**src/rtl/vector_load_unit_pkg.sv**
```systemverilog
// rtl/vector_load_unit_pkg.sv - shared types and default sizes for the vector load unit
package vload_pkg;

    localparam int DEF_WIDTH        = 16;
    localparam int DEF_VECTOR_SIZE  = 16;
    localparam int DEF_NUM_VECTORES = 16;
    localparam int DEF_ADDR_WIDTH   = 16;

    typedef enum logic [1:0] {
        IDLE = 2'd0,
        REQ  = 2'd1,
        WAIT = 2'd2,
        WB   = 2'd3
    } vload_state_t;

endpackage

```
**src/rtl/vector_load_unit_if.sv**
```systemverilog
// rtl/vector_load_unit_if.sv - single-outstanding memory read port used by the vector load unit
interface vload_mem_if #(
    parameter int WIDTH      = vload_pkg::DEF_WIDTH,
    parameter int ADDR_WIDTH = vload_pkg::DEF_ADDR_WIDTH
);

    logic                  mem_req;
    logic [ADDR_WIDTH-1:0] mem_addr;
    logic                  mem_gnt;
    logic                  mem_rvalid;
    logic [WIDTH-1:0]      mem_rdata;

    modport master (
        output mem_req,
        output mem_addr,
        input  mem_gnt,
        input  mem_rvalid,
        input  mem_rdata
    );

    modport slave (
        input  mem_req,
        input  mem_addr,
        output mem_gnt,
        output mem_rvalid,
        output mem_rdata
    );

endinterface

```
**src/rtl/vector_assembly_buffer.sv**
```systemverilog
// rtl/vector_assembly_buffer.sv - element-addressed staging registers for one vector
module vector_assembly_buffer
    import vload_pkg::*;
#(
    parameter int WIDTH       = DEF_WIDTH,
    parameter int VECTOR_SIZE = DEF_VECTOR_SIZE,
    parameter int IDX_WIDTH   = (DEF_VECTOR_SIZE > 1) ? $clog2(DEF_VECTOR_SIZE) : 1
) (
    input  logic                 clk,
    input  logic                 rst_n,
    input  logic                 clr,
    input  logic                 wr_en,
    input  logic [IDX_WIDTH-1:0] idx,
    input  logic [WIDTH-1:0]     din,
    output logic [WIDTH-1:0]     vec [VECTOR_SIZE]
);

    logic [WIDTH-1:0] r_vec [VECTOR_SIZE];

    always_ff @(posedge clk or negedge rst_n) begin
        if (!rst_n) begin
            for (int i = 0; i < VECTOR_SIZE; i++) r_vec[i] <= '0;
        end else if (clr) begin
            for (int i = 0; i < VECTOR_SIZE; i++) r_vec[i] <= '0;
        end else if (wr_en) begin
            r_vec[idx] <= din;
        end
    end

    assign vec = r_vec;

endmodule

```
**src/rtl/vector_load_unit.sv**
```systemverilog
// rtl/vector_load_unit.sv - strided element-by-element vector load committed in one register-file write
module vector_load_unit
    import vload_pkg::*;
#(
    parameter int WIDTH        = DEF_WIDTH,
    parameter int VECTOR_SIZE  = DEF_VECTOR_SIZE,
    parameter int NUM_VECTORES = DEF_NUM_VECTORES,
    parameter int ADDR_WIDTH   = DEF_ADDR_WIDTH
) (
    input  logic                            clk,
    input  logic                            rst_n,
    input  logic                            start,
    input  logic [ADDR_WIDTH-1:0]           base_addr,
    input  logic [ADDR_WIDTH-1:0]           stride,
    input  logic [$clog2(NUM_VECTORES)-1:0] vdst,
    output logic                            busy,
    output logic                            done,
    vload_mem_if.master                     mem,
    output logic                            we3,
    output logic [$clog2(NUM_VECTORES)-1:0] v3,
    output logic [WIDTH-1:0]                wd3 [VECTOR_SIZE]
);

    localparam int IDX_WIDTH  = (VECTOR_SIZE > 1) ? $clog2(VECTOR_SIZE) : 1;
    localparam int VREG_WIDTH = $clog2(NUM_VECTORES);
    localparam logic [IDX_WIDTH-1:0] LAST_IDX = IDX_WIDTH'(VECTOR_SIZE - 1);

    vload_state_t          r_state;
    logic [ADDR_WIDTH-1:0] r_addr;
    logic [ADDR_WIDTH-1:0] r_stride;
    logic [VREG_WIDTH-1:0] r_vdst;
    logic [IDX_WIDTH-1:0]  r_idx;
    logic                  r_busy;
    logic                  r_done;
    logic                  r_mem_req;
    logic                  r_we3;
    logic                  w_launch;
    logic                  w_capture;

    assign w_launch  = (r_state == IDLE) && start;
    assign w_capture = (r_state == WAIT) && mem.mem_rvalid;

    always_ff @(posedge clk or negedge rst_n) begin
        if (!rst_n) begin
            r_state   <= IDLE;
            r_addr    <= '0;
            r_stride  <= '0;
            r_vdst    <= '0;
            r_idx     <= '0;
            r_busy    <= 1'b0;
            r_done    <= 1'b0;
            r_mem_req <= 1'b0;
            r_we3     <= 1'b0;
        end else begin
            r_done <= 1'b0;
            r_we3  <= 1'b0;
            case (r_state)
                IDLE: begin
                    if (start) begin
                        r_addr    <= base_addr;
                        r_stride  <= stride;
                        r_vdst    <= vdst;
                        r_idx     <= '0;
                        r_busy    <= 1'b1;
                        r_mem_req <= 1'b1;
                        r_state   <= REQ;
                    end
                end
                REQ: begin
                    if (mem.mem_gnt) begin
                        r_addr    <= r_addr + r_stride;
                        r_mem_req <= 1'b0;
                        r_state   <= WAIT;
                    end
                end
                WAIT: begin
                    if (w_capture) begin
                        if (r_idx == LAST_IDX) begin
                            // Register 0 is hardwired to zero, so its write is dropped.
                            r_we3   <= (r_vdst != '0);
                            r_done  <= 1'b1;
                            r_state <= WB;
                        end else begin
                            r_idx     <= r_idx + 1'b1;
                            r_mem_req <= 1'b1;
                            r_state   <= REQ;
                        end
                    end
                end
                WB: begin
                    r_busy  <= 1'b0;
                    r_state <= IDLE;
                end
                default: r_state <= IDLE;
            endcase
        end
    end

    vector_assembly_buffer #(
        .WIDTH       (WIDTH),
        .VECTOR_SIZE (VECTOR_SIZE),
        .IDX_WIDTH   (IDX_WIDTH)
    ) u_buffer (
        .clk   (clk),
        .rst_n (rst_n),
        .clr   (w_launch),
        .wr_en (w_capture),
        .idx   (r_idx),
        .din   (mem.mem_rdata),
        .vec   (wd3)
    );

    assign busy         = r_busy;
    assign done         = r_done;
    assign we3          = r_we3;
    assign v3           = r_vdst;
    assign mem.mem_req  = r_mem_req;
    assign mem.mem_addr = r_addr;

endmodule
```
**src/flat_wrapper.sv**
```systemverilog
// flat-port wrapper written by rule: the top's interface ports become plain ports
module vector_load_unit_flat import vload_pkg::*;
#(
    parameter int WIDTH        = DEF_WIDTH,
    parameter int VECTOR_SIZE  = DEF_VECTOR_SIZE,
    parameter int NUM_VECTORES = DEF_NUM_VECTORES,
    parameter int ADDR_WIDTH   = DEF_ADDR_WIDTH
)
  (clk, rst_n, start, base_addr, stride, vdst, busy, done, we3, v3, wd3, mem_mem_req, mem_mem_addr, mem_mem_gnt, mem_mem_rvalid, mem_mem_rdata);
  vload_mem_if #(.WIDTH(WIDTH), .ADDR_WIDTH(ADDR_WIDTH)) mem_i ();
  input  logic clk;
  input  logic rst_n;
  input  logic start;
  input  logic [ADDR_WIDTH-1:0] base_addr;
  input  logic [ADDR_WIDTH-1:0] stride;
  input  logic [$clog2(NUM_VECTORES)-1:0] vdst;
  output logic busy;
  output logic done;
  output logic we3;
  output logic [$clog2(NUM_VECTORES)-1:0] v3;
  output logic [WIDTH-1:0] wd3[VECTOR_SIZE];
  output wire logic [$bits(mem_i.mem_req)-1:0] mem_mem_req;
  output wire logic [$bits(mem_i.mem_addr)-1:0] mem_mem_addr;
  input wire logic [$bits(mem_i.mem_gnt)-1:0] mem_mem_gnt;
  input wire logic [$bits(mem_i.mem_rvalid)-1:0] mem_mem_rvalid;
  input wire logic [$bits(mem_i.mem_rdata)-1:0] mem_mem_rdata;
  assign mem_mem_req = mem_i.mem_req;
  assign mem_mem_addr = mem_i.mem_addr;
  assign mem_i.mem_gnt = mem_mem_gnt;
  assign mem_i.mem_rvalid = mem_mem_rvalid;
  assign mem_i.mem_rdata = mem_mem_rdata;
  vector_load_unit #(.WIDTH(WIDTH), .VECTOR_SIZE(VECTOR_SIZE), .NUM_VECTORES(NUM_VECTORES), .ADDR_WIDTH(ADDR_WIDTH)) u_core (.clk(clk), .rst_n(rst_n), .start(start), .base_addr(base_addr), .stride(stride), .vdst(vdst), .busy(busy), .done(done), .mem(mem_i), .we3(we3), .v3(v3), .wd3(wd3));
endmodule
```
**config.mk**
```make
export PLATFORM = sky130hd
export DESIGN_NAME = vector_load_unit_flat
export DESIGN_NICKNAME = d
export VERILOG_FILES = /design/src/rtl/vector_load_unit_pkg.sv /design/src/rtl/vector_load_unit_if.sv /design/src/rtl/vector_assembly_buffer.sv /design/src/rtl/vector_load_unit.sv /design/src/flat_wrapper.sv
export SDC_FILE = /design/constraint.sdc
export NUM_CORES = 1
export LEC_CHECK = 0
export BUFFER_PORTS_ARGS = -buffer_cell sky130_fd_sc_hd__buf_4
export CORE_AREA = 2 2 160 162
export CTS_CLUSTER_SIZE = 20
export DETAILED_ROUTE_END_ITERATION = 10
export DIE_AREA = 0 0 162 164
export PLACE_DENSITY = 0.81
export SLEW_MARGIN = 40
export SYNTH_ARGS = -nofsm -noshare
export SYNTH_HDL_FRONTEND = slang
export SYNTH_SLANG_ARGS = --single-unit
```
**constraint.sdc**
```tcl
create_clock -name clk -period 2.72 [get_ports clk]
set_input_delay 0.544 -clock clk [delete_from_list [all_inputs] [get_ports clk]]
set_output_delay 0.544 -clock clk [all_outputs]
set_load 0.005 [all_outputs]
```
==> results of run 1 <==
-- Yosys cell counts, drive strengths merged (2+ instances only) --
cell type | number | area share [%]
nand2 | 542 | 16
dfrtp | 302 | 58
a21oi | 280 | 11
buf | 65 | 2.6
clkbuf | 42 | 1.2
nor2 | 30 | 0.95
mux2 | 21 | 1.8
o21ai | 21 | 0.84
ha | 19 | 1.8
nand3 | 15 | 0.68
inv | 9 | 0.26
nor3 | 8 | 0.46
xnor2 | 8 | 0.54
a21o | 6 | 0.35
a31oi | 6 | 0.29
nor2b | 6 | 0.29
and3 | 5 | 0.24
nand2b | 5 | 0.30
nand4 | 5 | 0.24
o211ai | 4 | 0.27
xor2 | 4 | 0.27
or3 | 3 | 0.14
a211oi | 2 | 0.12
a41oi | 2 | 0.14
nor4 | 2 | 0.097
o21bai | 2 | 0.12
o22ai | 2 | 0.097
o311ai | 2 | 0.14
-- state kept, by name, summed over array words and instances, names as in the netlist --
signal	count
u_core.mem.mem_req	1
u_core.r_idx	4
u_core.done	1
u_core.r_stride	16
u_core.r_state	2
u_core.u_buffer.vec	256
u_core.mem.mem_addr	16
u_core.v3	4
u_core.busy	1
u_core.we3	1
-- final cells by class --
type                    count  share of cell area [%]
flip-flops and latches    302                    44.9
inverters                   9                   0.201
clock buffers              46                    5.48
well taps                 330                    2.45
clock inverters            10                   0.922
repair buffers            369                    17.1
multi-input cells        1011                    28.9
-- per-stage QoR --
| step | area [um2] | setup WS [ps] |
|---|---|---|
| final | 16800 | 341 |
| after detailed placement | 15700 | 382 |
| after global placement | 15700 | 432 |
| after floorplan | 12900 | 545 |
| after global routing | 16800 | 174 |
| after CTS | 16800 | 365 |
-- metal layers --
layer  vias up  GRT usage, %  part of all wire [%]
li1       5276             -                     -
met1      5698          40.6                    39
met2       618          50.0                    48
met3       114          5.83                   9.0
met4         0          11.7                   4.2
met5         -             0                     0
-- power by group through the flow --
stage	sequential, mW	clock, mW	combinational (mW)
final	5.28	4.49	3.87
after global routing	5.34	4.69	4.25
after CTS	5.28	4.51	3.85
after detailed placement	5.35	0	3.81
after global placement	5.33	0	3.73
after floorplan	5.27	0	2.56
-- logic make-up (layout without fill, tap and decap cells) --
logic type | Yosys count | count (layout)
muxes | 22 | 22
AOI/OAI and AO/OA | 332 | 332
DFF | 302 | 302
xor gates and xnor gates | 12 | 12
adders and majority gates | 20 | 20
buffers and inverters | 116 | 434
and+or+nand+nor | 625 | 625
-- how the worst min path moves through the flow --
stage                  startpoint                     end  slack [ps]
2_1_floorplan               rst_n             u_core.busy         250
3_3_place_gp   u_core.mem.mem_req      u_core.mem.mem_req         460
3_5_place_dp   u_core.mem.mem_req      u_core.mem.mem_req         500
4_1_cts               mem_mem_gnt  u_core.mem.mem_addr[9]         200
5_1_grt                   vdst[3]            u_core.v3[3]         210
6_report               stride[12]     u_core.r_stride[12]         220
-- what timing repair did --
item,CTS,global route
resized for setup,0,0
hold endpoints to repair,39,0
hold buffers,1,0
==> run summary, run 1 <==
FINAL LAYOUT
------------------------------------------------------------------------------
Most common cell after layout, fill and taps aside .............. sky130_fd_sc_hd__nand2_1
Utilization after layout ........................................        67.8%
Multi-input logic area ..........................................     4870 um2
Count of non-filler cells in the finished layout ................         2077
Net total in the final layout ...................................         1801
Layout overhead on the synthesized area .........................        30.0%
Reg area ........................................................     7560 um2
Antenna Cells ...................................................            0
Most frequent cells in the layout ............................... sky130_fd_sc_hd__nand2_1, sky130_fd_sc_hd__buf_4, sky130_fd_sc_hd__dfrtp_1
Share of layout cells above drive strength 1 ....................        25.9%
Number of fill cells in the layout ..............................         1944

PLACEMENT
------------------------------------------------------------------------------
Total instance count after detailed placement ...................         2019
RD Place Congestion .............................................        0.859
Count of input and output buffers ...............................          336
HPWL reported at the end of detailed placement ..................     27400 um

POWER
------------------------------------------------------------------------------
Worst vdd rail ir drop ..........................................       711 uV
Sum of internal, switching and leakage power ....................      13.6 mW
Net switching share of the total power ..........................        32.2%
Switching power summed over all nets ............................      4.39 mW
Internal power of the cells .....................................      9.25 mW
Leakage .........................................................      7.97 nW
Relative contribution of the clock network to total power .......        32.9%
Relative contribution of sequential cells to total power ........        38.7%
Relative contribution of combinational cells to total power .....        28.4%
Power per Cell Area .............................................   810 nW/um2

YOSYS
------------------------------------------------------------------------------
Simple logic cell fraction of the synthesized area ..............        19.3%
Gate count after technology mapping .............................         1429
Post-synthesis cell type count ..................................           50
Count of state elements after synthesis .........................          302
YS warnings .....................................................            0
Post-synthesis async set-or-reset flop share ....................         100%
Post-synthesis mux area share ...................................        1.90%
Most used DFF post-synth ........................................ sky130_fd_sc_hd__dfrtp_1
Sequential-to-total area share from yosys stat ..................        58.4%
Area fraction in compound gates after synthesis .................        13.5%
Xor/xnor cell area share of the yosys netlist ...................       0.812%
Dominant combinational cell family by area after synthesis ...... simple AND/OR/NAND/NOR gates
Area of the mapped netlist ......................................    12900 um2
Synthesized area per cell .......................................     9.06 um2
EDFF count, synth ...............................................            0
Adder and majority cell fraction of the synthesized area ........        1.99%
Post-synth net total ............................................         1506

CLOCK TREE
------------------------------------------------------------------------------
Total clock buffers created by CTS ..............................           31
CTS tree ........................................................          yes
Setup repair bufs after CTS .....................................            0
Clk buf depth ...................................................            3
CTS Sinks .......................................................          302
Clock tree root buffer cell ..................................... sky130_fd_sc_hd__clkbuf_16
Number of H-tree levels .........................................            1
Clock-pin slew on the worst setup and hold paths ................        60 ps
Clock latency reported for the late side of the worst-skew pair .       550 ps

HOLD PATH
------------------------------------------------------------------------------
Tightest Hold Check Type ........................................ primary input to flip-flop
Cell count of the worst hold path ...............................            2

ROUTING
------------------------------------------------------------------------------
Average via count per standard cell .............................         5.64
Initial DRT Pass Iterations .....................................            7
Number of DRC violations after detailed-routing iteration 0 .....         1115
Detailed-route via count ........................................        11700
Number of DRC violations after detailed routing .................            0
Final Routed Wirelength .........................................     41000 um
Count of antenna-violating nets left after detailed routing .....            0
Post-DR wirelength/cell .........................................      19.7 um

SETUP PATH
------------------------------------------------------------------------------
Critical path's top delay family ................................ compound AO/OA/AOI/OAI gates
Worst R2R End ................................................... u_core.mem.mem_addr[15]
Worst Path Arrival ..............................................      2810 ps
Startpoint of the worst register-to-register path ............... u_core.mem.mem_addr[4]
Critical path buffer and inverter count .........................            0
Crit Path Max Fanout ............................................            5
CP endpoint ..................................................... u_core.mem.mem_addr[15]
Timing startpoint of the critical path .......................... u_core.mem.mem_addr[4]
Critical Path Max Stage Delay ...................................       400 ps
Flop-to-flop setup slack ........................................       340 ps
Worst Reg2Reg Path Length in Cells ..............................            7
CP max-delay cell ............................................... sky130_fd_sc_hd__dfrtp_1
Cell-by-cell trace of the critical path ......................... ha_1, a21oi_1, o211ai_2, a31oi_1, o211ai_1, xnor2_1, o311ai_0
Critical Path Sink Type .........................................    flip-flop
Critical Setup Path Class ....................................... flip-flop to flip-flop
Required time of the critical path ..............................      3150 ps
Critical Path Source Type .......................................    flip-flop
Number of logic stages on the critical path including buffering .            7

DIE
------------------------------------------------------------------------------
Chip width ......................................................       162 um
Standard cell core area .........................................    24800 um2
Boundary pin count ..............................................          337
Number of standard-cell rows in the floorplan ...................           58
Total die area ..................................................    26600 um2
Height of the die ...............................................       164 um
Starting utilization of the core area ...........................        52.2%

GLOBAL ROUTE
------------------------------------------------------------------------------
First-pass GRT wire length ......................................     62800 um
Global route total overflow .....................................            0
Number of global-route vias before repair .......................        11200
Global-route total usage across every layer .....................        30.5%
Maximum number of pins on one net before global-route repair ....           80
Initial antenna violation count .................................            0

STA
------------------------------------------------------------------------------
Final setup vio count ...........................................            0
Final hold violation count ......................................            0
Fmax ............................................................    0.420 GHz
RSZ-0062 raised after global routing ............................        false
Post-route worst hold slack .....................................       219 ps
Fraction of the cycle the final worst path needs ................        87.5%
Actual slew at the worst max-slew pin ...........................       797 ps
Final worst path period need ....................................      2380 ps
Worst clock skew ................................................      6.08 ps
Worst slew margin relative to its limit .........................        46.9%
Final setup TNS .................................................         0 ps
Final Max Tran Viols ............................................            0

STATUS
------------------------------------------------------------------------------
Run status ...................................................... finished clean

RUN
------------------------------------------------------------------------------
Max-capacitance violation count .................................            0

(Power assumes the default switching activity.)
==> inputs of run 2 (changes only) <==
BUFFER_PORTS_ARGS = unset   (was -buffer_cell sky130_fd_sc_hd__buf_4)
CORE_AREA = 8 8 156 158   (was 2 2 160 162)
DIE_AREA = 0 0 164 166   (was 0 0 162 164)
DONT_BUFFER_PORTS = 1   (was unset)
GPL_TIMING_DRIVEN = 0   (was unset)
PLACE_DENSITY = 0.77   (was 0.81)
==> run 2 against run 1 <==
Against the previous run: the run now ends with hold timing left; utilization decreased by 3.0 points; largest power group unchanged; combinational power decreased by 12%; non-clock buffer count shrank 262; critical path depth unchanged; global-route usage down 1.7 points; die area up 2.5%; worst hold slack lost 530 ps; highest routed layer unchanged.
==> run summary, run 2 (synthesized netlist as in run 1, its figures left out) <==
STATUS
----------------------------------------------------------------------------------
Run status .......................................................... complete, but fails checks   was finished clean
Violated checks .....................................................  hold timing

POWER
----------------------------------------------------------------------------------
Power per Cell Area .................................................   907 nW/um2   was 810 nW/um2
Worst vdd rail ir drop ..............................................       792 uV   was 711 uV
Leakage .............................................................      6.31 nW   was 7.97 nW

FINAL LAYOUT
----------------------------------------------------------------------------------
Flip-flop count of the largest register, all copies and words added .          256   unchanged
Net total in the final layout .......................................         1539   was 1801
Number of fill cells in the layout ..................................         1792   was 1944
Layout overhead on the synthesized area .............................        10.6%   was 30.0%
Most common cell after layout, fill and taps aside .................. sky130_fd_sc_hd__nand2_1   unchanged
Most frequent cells in the layout ................................... sky130_fd_sc_hd__nand2_1, sky130_fd_sc_hd__dfrtp_1, sky130_fd_sc_hd__a21oi_1   was sky130_fd_sc_hd__nand2_1, sky130_fd_sc_hd__buf_4, sky130_fd_sc_hd__dfrtp_1
Share of layout cells above drive strength 1 ........................        9.90%   was 25.9%

CLOCK TREE
----------------------------------------------------------------------------------
Number of H-tree levels .............................................            1   unchanged
Total clock buffers created by CTS ..................................           31   unchanged
CTS Sinks ...........................................................          302   unchanged
Post-cts sizing count ...............................................            0   unchanged
Clk buf depth .......................................................            3   unchanged
Clock tree root buffer cell ......................................... sky130_fd_sc_hd__clkbuf_16   unchanged
CTS tree ............................................................          yes   unchanged
Clock latency reported for the late side of the worst-skew pair .....       550 ps   about the same
Clock-pin slew on the worst setup and hold paths ....................        60 ps   about the same
Setup repair bufs after CTS .........................................            0   unchanged

SETUP PATH
----------------------------------------------------------------------------------
Critical path's top delay family .................................... compound AO/OA/AOI/OAI gates   unchanged
Worst Path Arrival ..................................................      2850 ps   was 2810 ps
Crit Path Max Fanout ................................................            5   unchanged
Required time of the critical path ..................................      3150 ps   about the same
Critical Path Source Type ...........................................    flip-flop   unchanged
Critical Path Sink Type .............................................    flip-flop   unchanged
Critical path buffer and inverter count .............................            0   unchanged
Critical Setup Path Class ........................................... flip-flop to flip-flop   unchanged
CP max-delay cell ................................................... sky130_fd_sc_hd__a31oi_1   was sky130_fd_sc_hd__dfrtp_1
Critical Path Max Stage Delay .......................................       420 ps   was 400 ps
Cell-by-cell trace of the critical path ............................. ha_1, a21oi_1, o211ai_2, a31oi_1, o211ai_1, xnor2_1, o311ai_0   unchanged

ROUTING
----------------------------------------------------------------------------------
Detailed-route via count ............................................        10500   was 11700
Post-DR wirelength/cell .............................................      22.6 um   was 19.7 um
Number of DRC violations after detailed-routing iteration 0 .........          907   was 1115
Number of DRC violations after detailed routing .....................            0   unchanged
Count of antenna-violating nets left after detailed routing .........            0   unchanged
Initial DRT Pass Iterations .........................................            7   unchanged
Final Routed Wirelength .............................................     40100 um   was 41000 um
Average via count per standard cell .................................         5.91   was 5.64

GLOBAL ROUTE
----------------------------------------------------------------------------------
Number of global-route vias before repair ...........................        10400   was 11200
First-pass GRT wire length ..........................................     61400 um   was 62800 um
Global route total overflow .........................................            0   unchanged
Maximum number of pins on one net before global-route repair ........          303   was 80
Global-route total usage across every layer .........................        28.8%   was 30.5%
Initial antenna violation count .....................................            1   was 0

STA
----------------------------------------------------------------------------------
Fraction of the cycle the final worst path needs ....................        88.9%   was 87.5%
Final worst path period need ........................................      2420 ps   was 2380 ps
Actual slew at the worst max-slew pin ...............................       788 ps   was 797 ps
Worst slew margin relative to its limit .............................        47.5%   was 46.9%
Final setup vio count ...............................................            0   unchanged
Final Max Tran Viols ................................................            0   unchanged
Post-route worst hold slack .........................................      -314 ps   was 219 ps
Fmax ................................................................    0.413 GHz   was 0.420 GHz
Worst clock skew ....................................................      6.87 ps   was 6.08 ps
RSZ-0062 raised after global routing ................................        false   unchanged
Final hold violation count ..........................................          302   was 0
Final setup TNS .....................................................         0 ps   unchanged

RUN
----------------------------------------------------------------------------------
Max-capacitance violation count .....................................            0   unchanged

DIE
----------------------------------------------------------------------------------
Number of standard-cell rows in the floorplan .......................           55   was 58
Height of the die ...................................................       166 um   was 164 um
Standard cell core area .............................................    22100 um2   was 24800 um2
Boundary pin count ..................................................          337   unchanged
Total die area ......................................................    27200 um2   was 26600 um2
Starting utilization of the core area ...............................        58.6%   was 52.2%
Chip width ..........................................................       164 um   was 162 um

PLACEMENT
----------------------------------------------------------------------------------
HPWL reported at the end of detailed placement ......................     28500 um   was 27400 um
Count of input and output buffers ...................................            0   was 336
RD Place Congestion .................................................        0.884   was 0.859

HOLD PATH
----------------------------------------------------------------------------------
Tightest Hold Check Type ............................................ primary input to asynchronous set/reset pin   was primary input to flip-flop

==> run 2: final cells by class <==
| cell class | instances | area, um2 | share of cell area, % |
|---|---|---|---|
| antenna | 1 | 2.50 | 0.0175 |
| clock inverter | 12 | 115 | 0.804 |
| multi-input combinational | 1011 | 4860 | 34.0 |
| buffer | 107 | 494 | 3.45 |
| clock buffer | 44 | 895 | 6.25 |
| tap | 285 | 357 | 2.49 |
| sequential | 302 | 7560 | 52.8 |
| inverter | 9 | 33.8 | 0.236 |
==> run 2: where the power goes <==
part / total [mW] / internal, mW / switching [mW]
logic: 3.40 / 1.27 / 2.13
clock network: 4.23 / 2.46 / 1.77
registers: 5.36 / 4.93 / 0.435
==> run 2: stage by stage <==
stage | setup WS (ps) | std cells | util [%] | cell area [um2] | power (mW)
after floorplan | 545 | 1429 | - | 12900 | 7.83
after global placement | 394 | 1714 | 60.2 | 13300 | 8.65
after detailed placement | 341 | 1714 | 60.2 | 13300 | 8.79
after CTS | 334 | 1770 | 64.8 | 14300 | 13.0
after global routing | 1.30 | 1771 | 64.8 | 14300 | 13.6
final | 301 | 1771 | 64.8 | 14300 | 13.0
==> run 2: path summary, 6_finish.rpt <==
path | from | end | slack, ps | cells past startpoint
worst max register to register | u_core.mem.mem_addr[4] | u_core.mem.mem_addr[15] | 300 | 7
min in group clk | mem_mem_gnt | u_core.mem.mem_addr[9] | 80 | 1
worst min-delay path | rst_n | u_core.u_buffer.vec[189] | -310 | 0
worst max-delay path | u_core.mem.mem_addr[4] | u_core.mem.mem_addr[15] | 300 | 7
worst min register to register | u_core.r_stride[2] | u_core.r_stride[2] | 520 | 1
max in group asynchronous | rst_n | u_core.mem.mem_addr[6] | 2660 | 0
==> run 2: per-layer routing <==
layer,vias up,part of all wire [%],track usage [%],wire [um]
met5,-,0,0,0
met3,91,12,9.89,4730
li1,4746,-,-,-
met4,0,3.8,10.6,1530
met2,490,46,45.7,18600
met1,5141,38,35.8,15300
